[src/rtl/bulls_cows_round_ctrl.sv]
// ---------------------------------------------------------------------------
// bulls_cows_round_ctrl
//
// Round sequencer for a two-digit Bulls-and-Cows game. One player enters a
// secret (two distinct BCD digits). The other player then gets up to
// MAX_GUESSES guesses. Each guess is scored as bulls and cows, and the score
// is held on the display for SHOW_CYCLES clocks. The round then ends in WIN
// or LOSE, and a confirm in either of those states starts a new round.
//
// Ports:
//   clk        system clock
//   rst        synchronous reset, active-high
//   confirm    single-cycle entry pulse (already debounced / synchronized)
//   player_in  [7:4] tens digit, [3:0] units digit, BCD
//   disp_val   4-bit code for the sevenSegment block:
//                A = enter secret, B = enter guess, {bulls,cows} = score,
//                C = win, D = lose
//   bulls      bulls of the last scored guess (0..2)
//   cows       cows of the last scored guess (0..2)
//   attempts   guesses scored this round (0..MAX_GUESSES)
//   reject     one-cycle pulse after a confirm that carried invalid digits
//   win        high in WIN
//   lose       high in LOSE
// ---------------------------------------------------------------------------
module bulls_cows_round_ctrl #(
  parameter int MAX_GUESSES = 8,
  parameter int SHOW_CYCLES = 50000000
) (
  input  logic       clk,
  input  logic       rst,
  input  logic       confirm,
  input  logic [7:0] player_in,
  output logic [3:0] disp_val,
  output logic [1:0] bulls,
  output logic [1:0] cows,
  output logic [3:0] attempts,
  output logic       reject,
  output logic       win,
  output logic       lose
);

  // SHOW_CYCLES-1 is the largest value the hold counter ever holds.
  localparam int HOLD_W = (SHOW_CYCLES > 1) ? $clog2(SHOW_CYCLES) : 1;
  localparam logic [HOLD_W-1:0] HOLD_LOAD = HOLD_W'(SHOW_CYCLES - 1);
  localparam logic [3:0] MAX_ATT = 4'(MAX_GUESSES);

  typedef enum logic [2:0] {
    S_SET_SECRET,
    S_GUESS,
    S_SCORE,
    S_SHOW,
    S_WIN,
    S_LOSE
  } state_t;

  state_t state_q, state_d;

  logic [7:0]        secret_q;
  logic [7:0]        guess_q;
  logic [HOLD_W-1:0] hold_q;

  // Control strobes from the FSM to the datapath registers.
  logic ld_secret;
  logic ld_guess;
  logic do_score;
  logic clr_round;
  logic reject_d;

  // -------------------------------------------------------------------------
  // Entry validation
  // -------------------------------------------------------------------------
  logic [3:0] in_tens, in_units;
  logic       digits_bcd;
  logic       secret_ok;

  assign in_tens    = player_in[7:4];
  assign in_units   = player_in[3:0];
  assign digits_bcd = (in_tens <= 4'd9) && (in_units <= 4'd9);
  assign secret_ok  = digits_bcd && (in_tens != in_units);

  // -------------------------------------------------------------------------
  // Scoring of the captured guess against the secret
  // -------------------------------------------------------------------------
  logic [3:0] s1, s0, g1, g0;
  logic       bull1, bull0;
  logic       cow1, cow0;
  logic       no_bull;
  logic [1:0] bulls_d, cows_d;

  assign s1 = secret_q[7:4];
  assign s0 = secret_q[3:0];
  assign g1 = guess_q[7:4];
  assign g0 = guess_q[3:0];

  assign bull1   = (g1 == s1);
  assign bull0   = (g0 == s0);
  // Cows only count when neither position is a bull. The secret has distinct
  // digits, so this keeps a guess like 11 against 12 from scoring a bull and
  // a cow off the same digit.
  assign no_bull = !bull1 && !bull0;
  assign cow1    = no_bull && (g1 == s0);
  assign cow0    = no_bull && (g0 == s1);

  assign bulls_d = {1'b0, bull1} + {1'b0, bull0};
  assign cows_d  = {1'b0, cow1} + {1'b0, cow0};

  logic hold_done;
  assign hold_done = (hold_q == '0);

  // -------------------------------------------------------------------------
  // FSM: state register
  // -------------------------------------------------------------------------
  // NOTE: clocked state uses non-blocking (<=) so every register samples
  // pre-edge values; blocking (=) here would create order-dependent races.
  always_ff @(posedge clk) begin
    if (rst) state_q <= S_SET_SECRET;
    else     state_q <= state_d;
  end

  // -------------------------------------------------------------------------
  // FSM: next state and control strobes
  // -------------------------------------------------------------------------
  always_comb begin
    // NOTE: every signal gets a default before the case, so no path through
    // this block leaves a value unassigned and no latch is inferred.
    state_d   = state_q;
    ld_secret = 1'b0;
    ld_guess  = 1'b0;
    do_score  = 1'b0;
    clr_round = 1'b0;
    reject_d  = 1'b0;

    unique case (state_q)
      S_SET_SECRET: begin
        if (confirm) begin
          if (secret_ok) begin
            ld_secret = 1'b1;
            state_d   = S_GUESS;
          end else begin
            reject_d  = 1'b1;
          end
        end
      end

      S_GUESS: begin
        if (confirm) begin
          if (digits_bcd) begin
            ld_guess = 1'b1;
            state_d  = S_SCORE;
          end else begin
            reject_d = 1'b1;
          end
        end
      end

      S_SCORE: begin
        do_score = 1'b1;
        state_d  = S_SHOW;
      end

      S_SHOW: begin
        // bulls/attempts were registered in SCORE, so they are stable here.
        if (hold_done) begin
          if (bulls == 2'd2)           state_d = S_WIN;
          else if (attempts == MAX_ATT) state_d = S_LOSE;
          else                          state_d = S_GUESS;
        end
      end

      S_WIN, S_LOSE: begin
        if (confirm) begin
          clr_round = 1'b1;
          state_d   = S_SET_SECRET;
        end
      end

      default: state_d = S_SET_SECRET;
    endcase
  end

  // -------------------------------------------------------------------------
  // Datapath registers
  // -------------------------------------------------------------------------
  // NOTE: the secret and guess are cleared by reset so a round can never
  // score against stale digits left over from before reset.
  always_ff @(posedge clk) begin
    if (rst) begin
      secret_q <= 8'h00;
      guess_q  <= 8'h00;
      hold_q   <= '0;
      bulls    <= 2'd0;
      cows     <= 2'd0;
      attempts <= 4'd0;
      reject   <= 1'b0;
    end else begin
      reject <= reject_d;

      if (ld_secret) secret_q <= player_in;
      if (ld_guess)  guess_q  <= player_in;

      if (do_score) begin
        bulls  <= bulls_d;
        cows   <= cows_d;
        hold_q <= HOLD_LOAD;
        // Saturate: the FSM leaves the round at MAX_GUESSES anyway, this
        // only guarantees the count can never wrap.
        if (attempts < MAX_ATT) attempts <= attempts + 4'd1;
      end else if (state_q == S_SHOW && !hold_done) begin
        hold_q <= hold_q - HOLD_W'(1);
      end

      if (clr_round) begin
        bulls    <= 2'd0;
        cows     <= 2'd0;
        attempts <= 4'd0;
      end
    end
  end

  // -------------------------------------------------------------------------
  // Outputs decoded from state
  // -------------------------------------------------------------------------
  always_comb begin
    disp_val = 4'hA;
    win      = 1'b0;
    lose     = 1'b0;
    unique case (state_q)
      S_SET_SECRET: disp_val = 4'hA;
      S_GUESS:      disp_val = 4'hB;
      S_SCORE:      disp_val = 4'hB;  // still "waiting" for the one scoring cycle
      S_SHOW:       disp_val = {bulls, cows};
      S_WIN: begin
        disp_val = 4'hC;
        win      = 1'b1;
      end
      S_LOSE: begin
        disp_val = 4'hD;
        lose     = 1'b1;
      end
      default:      disp_val = 4'hA;
    endcase
  end

endmodule

[config.mk]
export PLATFORM = sky130hd
export DESIGN_NAME = bulls_cows_round_ctrl
export DESIGN_NICKNAME = d
export VERILOG_FILES = /design/src/rtl/bulls_cows_round_ctrl.sv
export SDC_FILE = /design/constraint.sdc
export NUM_CORES = 1
export LEC_CHECK = 0
export CORE_UTILIZATION = 50
export CTS_BUF_LIST = sky130_fd_sc_hd__clkbuf_8
export DETAILED_ROUTE_END_ITERATION = 10
export PLACE_DENSITY = 0.71
export SETUP_SLACK_MARGIN = 0.5
export SLEW_MARGIN = 0
export SYNTH_ARGS = -nofsm -noshare
export SYNTH_HDL_FRONTEND = slang
export SYNTH_SLANG_ARGS = --single-unit
[constraint.sdc]
create_clock -name clk -period 3.9 [get_ports clk]
set_clock_uncertainty 0.2 [all_clocks]
set_input_delay 0.585 -clock clk [delete_from_list [all_inputs] [get_ports clk]]
set_output_delay 0.585 -clock clk [all_outputs]
set_load 0.01 [all_outputs]
# [Word level (Yosys, flattened, before mapping)]
# Cells that the tools add are included.
[word_totals] register_bits=54 latchBits=0 mem_bits_rw=0 rom_bits=0 in_bits=11 output_inout_bits=15 wordCells=80 mem_count=0
[classes] n_addsub=4 mul=0 div_mod_pow=0 order_cmp=3 eq_ne=18 shifts=0 mux=28 bitwise=0 reduce_logical=18
[op_table] cell="two-way mux 26 bit" n=2
[op_table] cell="zero test 26 bit" n=1
[op_table] cell="subtractor 26 x 1 -> 26 bit (second input constant)" n=1
[op_table] cell="two-way mux 3 bit" n=8
[op_table] cell="== test 4 bit" n=4
[op_table] cell="one-hot mux 4 bit (4 select lines)" n=1
[op_table] cell="two-way mux 1 bit" n=15
[op_table] cell="one-hot mux 3 bit (5 select lines)" n=1
[op_table] cell="inequality test 2 bit (second input constant)" n=6
[op_table] cell="<= comparator 4 bit (second input constant)" n=2
[op_table] cell="OR reduction 2 bit" n=4
[op_table] cell="== test 3 x 2 -> 1 bit (second input constant)" n=2
[op_table] cell="== test 3 bit (second input constant)" n=2
[op_table] cell="logical AND 1 bit" n=6
[op_table] cell="AND reduction 6 bit" n=1
[op_table] cell="adder 1 x 1 -> 2 bit" n=2
[op_table] cell="adder 4 x 1 -> 4 bit (second input constant)" n=1
[op_table] cell="== test 4 bit (second input constant)" n=1
[op_table] cell="less-than comparator 4 bit (second input constant)" n=1
[op_table] cell="inequality test 4 bit" n=1
[op_table] cell="== test 3 x 1 -> 1 bit (second input constant)" n=1
[op_table] cell="zero test 1 bit" n=3
[op_table] cell="zero test 3 bit" n=1
[op_table] cell="== test 2 bit (second input constant)" n=1
[op_table] cell="3 further kinds" n=3

# [Logic depth before layout (Yosys ltp)]
[logic_depth] word_depth=6 mapped_depth=9 depth_no_buf=8

# [Least setup slack after synthesis]
# OpenSTA, ideal clock, no wires.
[synth_timing] path_kind="register -> register" startpoint="register hold_q[0]" endpoint="register hold_q[1]" setup_time_ns=0.071 arrival_ns=2.423 required_ns=3.629 path_slack_ns=1.206 stages_incl_launch_ff=10 path_buffers=2 synth_period_minus_slack_ns=2.694 cell_sequence="dfxtp_1 -> inv_1 -> ha_1 -> or4b_4 -> or4_1 -> buf_6 -> o21ai_2 -> buf_6 -> mux2_1 -> a21oi_1"
[synth_via] elab_chain_len=4 word_cells_on_any_way=7 cone_classes="add/sub: 1; mux: 2; reduce/logical: 4"
[synth_rtl] element="start: declaration" line_no="60" source="logic [HOLD_W-1:0] hold_q;"
[synth_rtl] element="start signal: assignment" line_no="209" source="hold_q <= hold_q - HOLD_W'(1);"
[synth_rtl] element="branches (longest 4 deep; another with subtractor 26 x 1 -> 26 bit)"
# Parallel ways; which one is timed is not known. The select of a mux whose other input is x is not followed.
# A chain may end at the register's enable or synchronous reset.

# [Worst setup path in the final report]
# Ends and elaborated chain as after synthesis.

==> key figures <==
Pwr
  – Pwr/cell area: around 350 nW/um2
  – Leak: ~1.3 nW
  – Power consumption: approximately 1.1 mW
  – Peak supply drop: 0.000220 V

Die
  – Vert. Die Dim: roughly 77 um
  – I/O pins: 26
  – Site row count: 26
  – Initial Util: 0.532
  – CORE AREA: 5240 um2
  – Total die area: just under 6000 um2
  – Die X: 76.7 um

Timing
  – WHS: 0.280 ns
  – Worst slew pin tran: a little under 1 ns
  – Tcrit/Tclk final: 0.803
  – Final slew viol count: 0
  – RSZ-0062 raised after global routing: no
  – # setup viols final: 0
  – Worst setup margin: 0.767 ns
  – Min Tclk post-route: 3.13 ns
  – Fmax: 319 MHz
  – TNS Setup: 0 ns
  – Final Hold Fails: 0
  – Slew HR: 0.348

Clock tree
  – # hold bufs at CTS: 0
  – Clock buffer count from CTS: 5
  – Clock latency on the worst-skew pair: ~0.30 ns
  – Htree depth: 2
  – CTS resizes: 0
  – CTS tree: yes
  – Total setup buffers inserted after CTS: 0
  – CTS sink cnt: 54
  – Worst-path clk slew: approximately 0.1 ns
  – Clk root buf: clkbuf_8
  – CTS max path bufs: 2

GRT
  – First-pass GRT wire length: around 10 mm
  – Pin count of the biggest net entering global routing: 30
  – Gr ovfl total: 0
  – Vias in the first global route: between 2,000 and 2,500
  – GRT Total Usage: 0.218
  – Initial antenna violation count: 0

Synthesis
  – Synth warnings: 0
  – Post-synth ARST share: 0
  – Synth unique cells: 44
  – Yosys top cell area share: 0.388
  – Post-synth net total: 340
  – Yosys reg bits: between 50 and 60
  – Synth area leader: dfxtp_1
  – Synth Instances: 323
  – Synthesized area per cell: 8.63 um2
  – Commonest register cell after synthesis: dfxtp_1
  – Sequential share of the synthesized area: 0.388
  – Synth area leaders: dfxtp_1, xor2_1, mux2i_1
  – Mapped Area: about 2800 um2
  – Post-synth EDFFs: 0

Setup path
  – Startpoint class of the critical path: register
  – Crit Path Max Fanout: 11
  – CP peak stage delay: ~0.74 ns
  – CP arrival: about 3.2 ns
  – Crit Path Class: reg2reg
  – Slowest CP cell: or4_1
  – Worst path bufs/invs: 1
  – CP cell instances: inv_1 -> ha_1 -> or4b_4 -> or4_1 -> o21ai_2 -> mux2_1 -> a21oi_1
  – Delay-heaviest family, CP: simple AND/OR/NAND/NOR gates
  – Critical Path RT: approximately 3.9 ns
  – CP endpoint kind: register

Final layout
  – Post-route insts no fill: 410
  – Share of post-route cells with drive strength above 1: 0.0559
  – Final Util: 0.601
  – Layout area overhead: 12.8%
  – Layout Nets: ~360
  – Post-Layout Inst Area: about 3100 um2
  – Antenna diodes: 0

Min path
  – Hold crit path type: reg2reg

Route
  – Drc violations: 0
  – Met1 WL: roughly 2.7 mm
  – Remaining antenna violation count: 0
  – Drt via density: about 5.7
  – WL met2: ~3 mm
  – Wirelength, routed: between 6 and 7 mm
  – Max Used Layer: met4
  – DRT iter0 DRCs: 106
  – Via count: between 2,000 and 2,500
  – TritonRoute pass-1 iters: 4
  – Wire per inst: ~15 um
  – WL met3: 240 um

Placed design
  – Setup WS pre-CTS: 0.803 ns
  – Routability Congestion: about 0.86
  – Final HPWL DP: approximately 4.3 mm
  – Placed inst area: about 3100 um2
  – PortBufs: 25
  – Number of cells after detailed placement: between 400 and 500

Flow run
  – Max-cap violation count: 0

Status
  – Status: finished, final reports clean
-- logic make-up (layout without fill, tap and decap cells) --
logic type | count (synthesis) | in the layout | synth area share
adder cells (fa/ha/maj) | 6 | 6 | 0.0269
buffers and inverters | 26 | 43 | 0.0404
XOR/XNOR | 35 | 35 | 0.110
AND/OR/NAND/NOR | 122 | 122 | 0.222
AO/OA/AOI/OAI | 62 | 62 | 0.148
flip-flops | 54 | 54 | 0.388
multiplexers | 18 | 18 | 0.0651
-- flip-flops by register name, indices dropped and copies added (netlist names) --
name      flops
bulls         2
guess_q       8
cows          2
hold_q       26
attempts      4
secret_q      8
reject        1
state_q       3
-- final timing paths --
| check | start | end | slack [ns] | depth (start not counted) |
|---|---|---|---|---|
| worst max-delay path | hold_q[0]$_SDFFE_PP0P_ | hold_q[1]$_SDFFE_PP0P_ | 0.77 | 7 |
| worst min-delay path | cows[1]$_SDFFE_PP0P_ | cows[1]$_SDFFE_PP0P_ | 0.28 | 2 |
| worst max register to register | hold_q[0]$_SDFFE_PP0P_ | hold_q[1]$_SDFFE_PP0P_ | 0.77 | 7 |
| worst min register to register | cows[1]$_SDFFE_PP0P_ | cows[1]$_SDFFE_PP0P_ | 0.28 | 2 |
-- routing by layer --
metal	vias up	global-route usage
li1	1182	-
met1	1116	0.273
met2	41	0.379
met3	6	0.0417
met4	0	0.0615
met5	-	0
-- cells in the final DEF, fill, tap and decap left out, types with 2 or more instances in the layout --
cell type / netlist / routed
ha_1: 6 / 6
o21ai_0: 9 / 9
nand4_1: 8 / 8
nor2_1: 43 / 43
inv_1: 8 / 9
clkbuf_8: 0 / 5
or4_1: 10 / 10
xnor2_1: 12 / 12
dfxtp_1: 54 / 54
or3_1: 10 / 10
nand2b_1: 4 / 4
nor3_1: 8 / 8
or2_2: 3 / 3
clkdlybuf4s50_1: 0 / 25
and3_1: 2 / 2
o211ai_1: 5 / 5
nand2_1: 22 / 22
buf_4: 0 / 3
o31ai_1: 6 / 6
nor4_1: 5 / 5
a31oi_1: 10 / 10
xor2_1: 23 / 23
mux2i_1: 17 / 17
a21oi_1: 18 / 18
o2111ai_1: 2 / 2
-- cells in the mapped netlist, types with 2 or more instances --
| cell | number |
|---|---|
| o31ai_1 | 6 |
| nand4_1 | 8 |
| or2_2 | 3 |
| ha_1 | 6 |
| o211ai_1 | 5 |
| nand2b_1 | 4 |
| mux2i_1 | 17 |
| xor2_1 | 23 |
| dfxtp_1 | 54 |
| o21ai_0 | 9 |
| inv_1 | 8 |
| xnor2_1 | 12 |
| clkbuf_1 | 16 |
| nor4_1 | 5 |
| and3_1 | 2 |
| or4_1 | 10 |
| o2111ai_1 | 2 |
| buf_6 | 2 |
| a31oi_1 | 10 |
| or3_1 | 10 |
| nor3_1 | 8 |
| a21oi_1 | 18 |
| nor2_1 | 43 |
| nand2_1 | 22 |
-- where the power goes --
group / leakage, nW / total, mW / switching [mW] / internal (mW)
clock: 0.0414 / 0.296 / 0.175 / 0.121
sequential: 0.437 / 0.588 / 0.0194 / 0.569
combinational: 0.813 / 0.204 / 0.127 / 0.0778
total: 1.29 / 1.09 / 0.321 / 0.768
-- area by class of cell --
cell class,count,area [um2]
well taps,70,87.6
fillers,481,2090
clock buffers,5,68.8
flip-flops and latches,54,1080
inverters,8,30.0
multi-input cells,243,1590
clock inverters,2,11.3
repair buffers,28,273
-- tightest hold or removal path, stage by stage (launching register included) --
cell and delay, ns:
dfxtp_1 0.33, nand2_1 0.06, a21oi_1 0.05
Note: power is estimated with default switching activity, not from simulation.
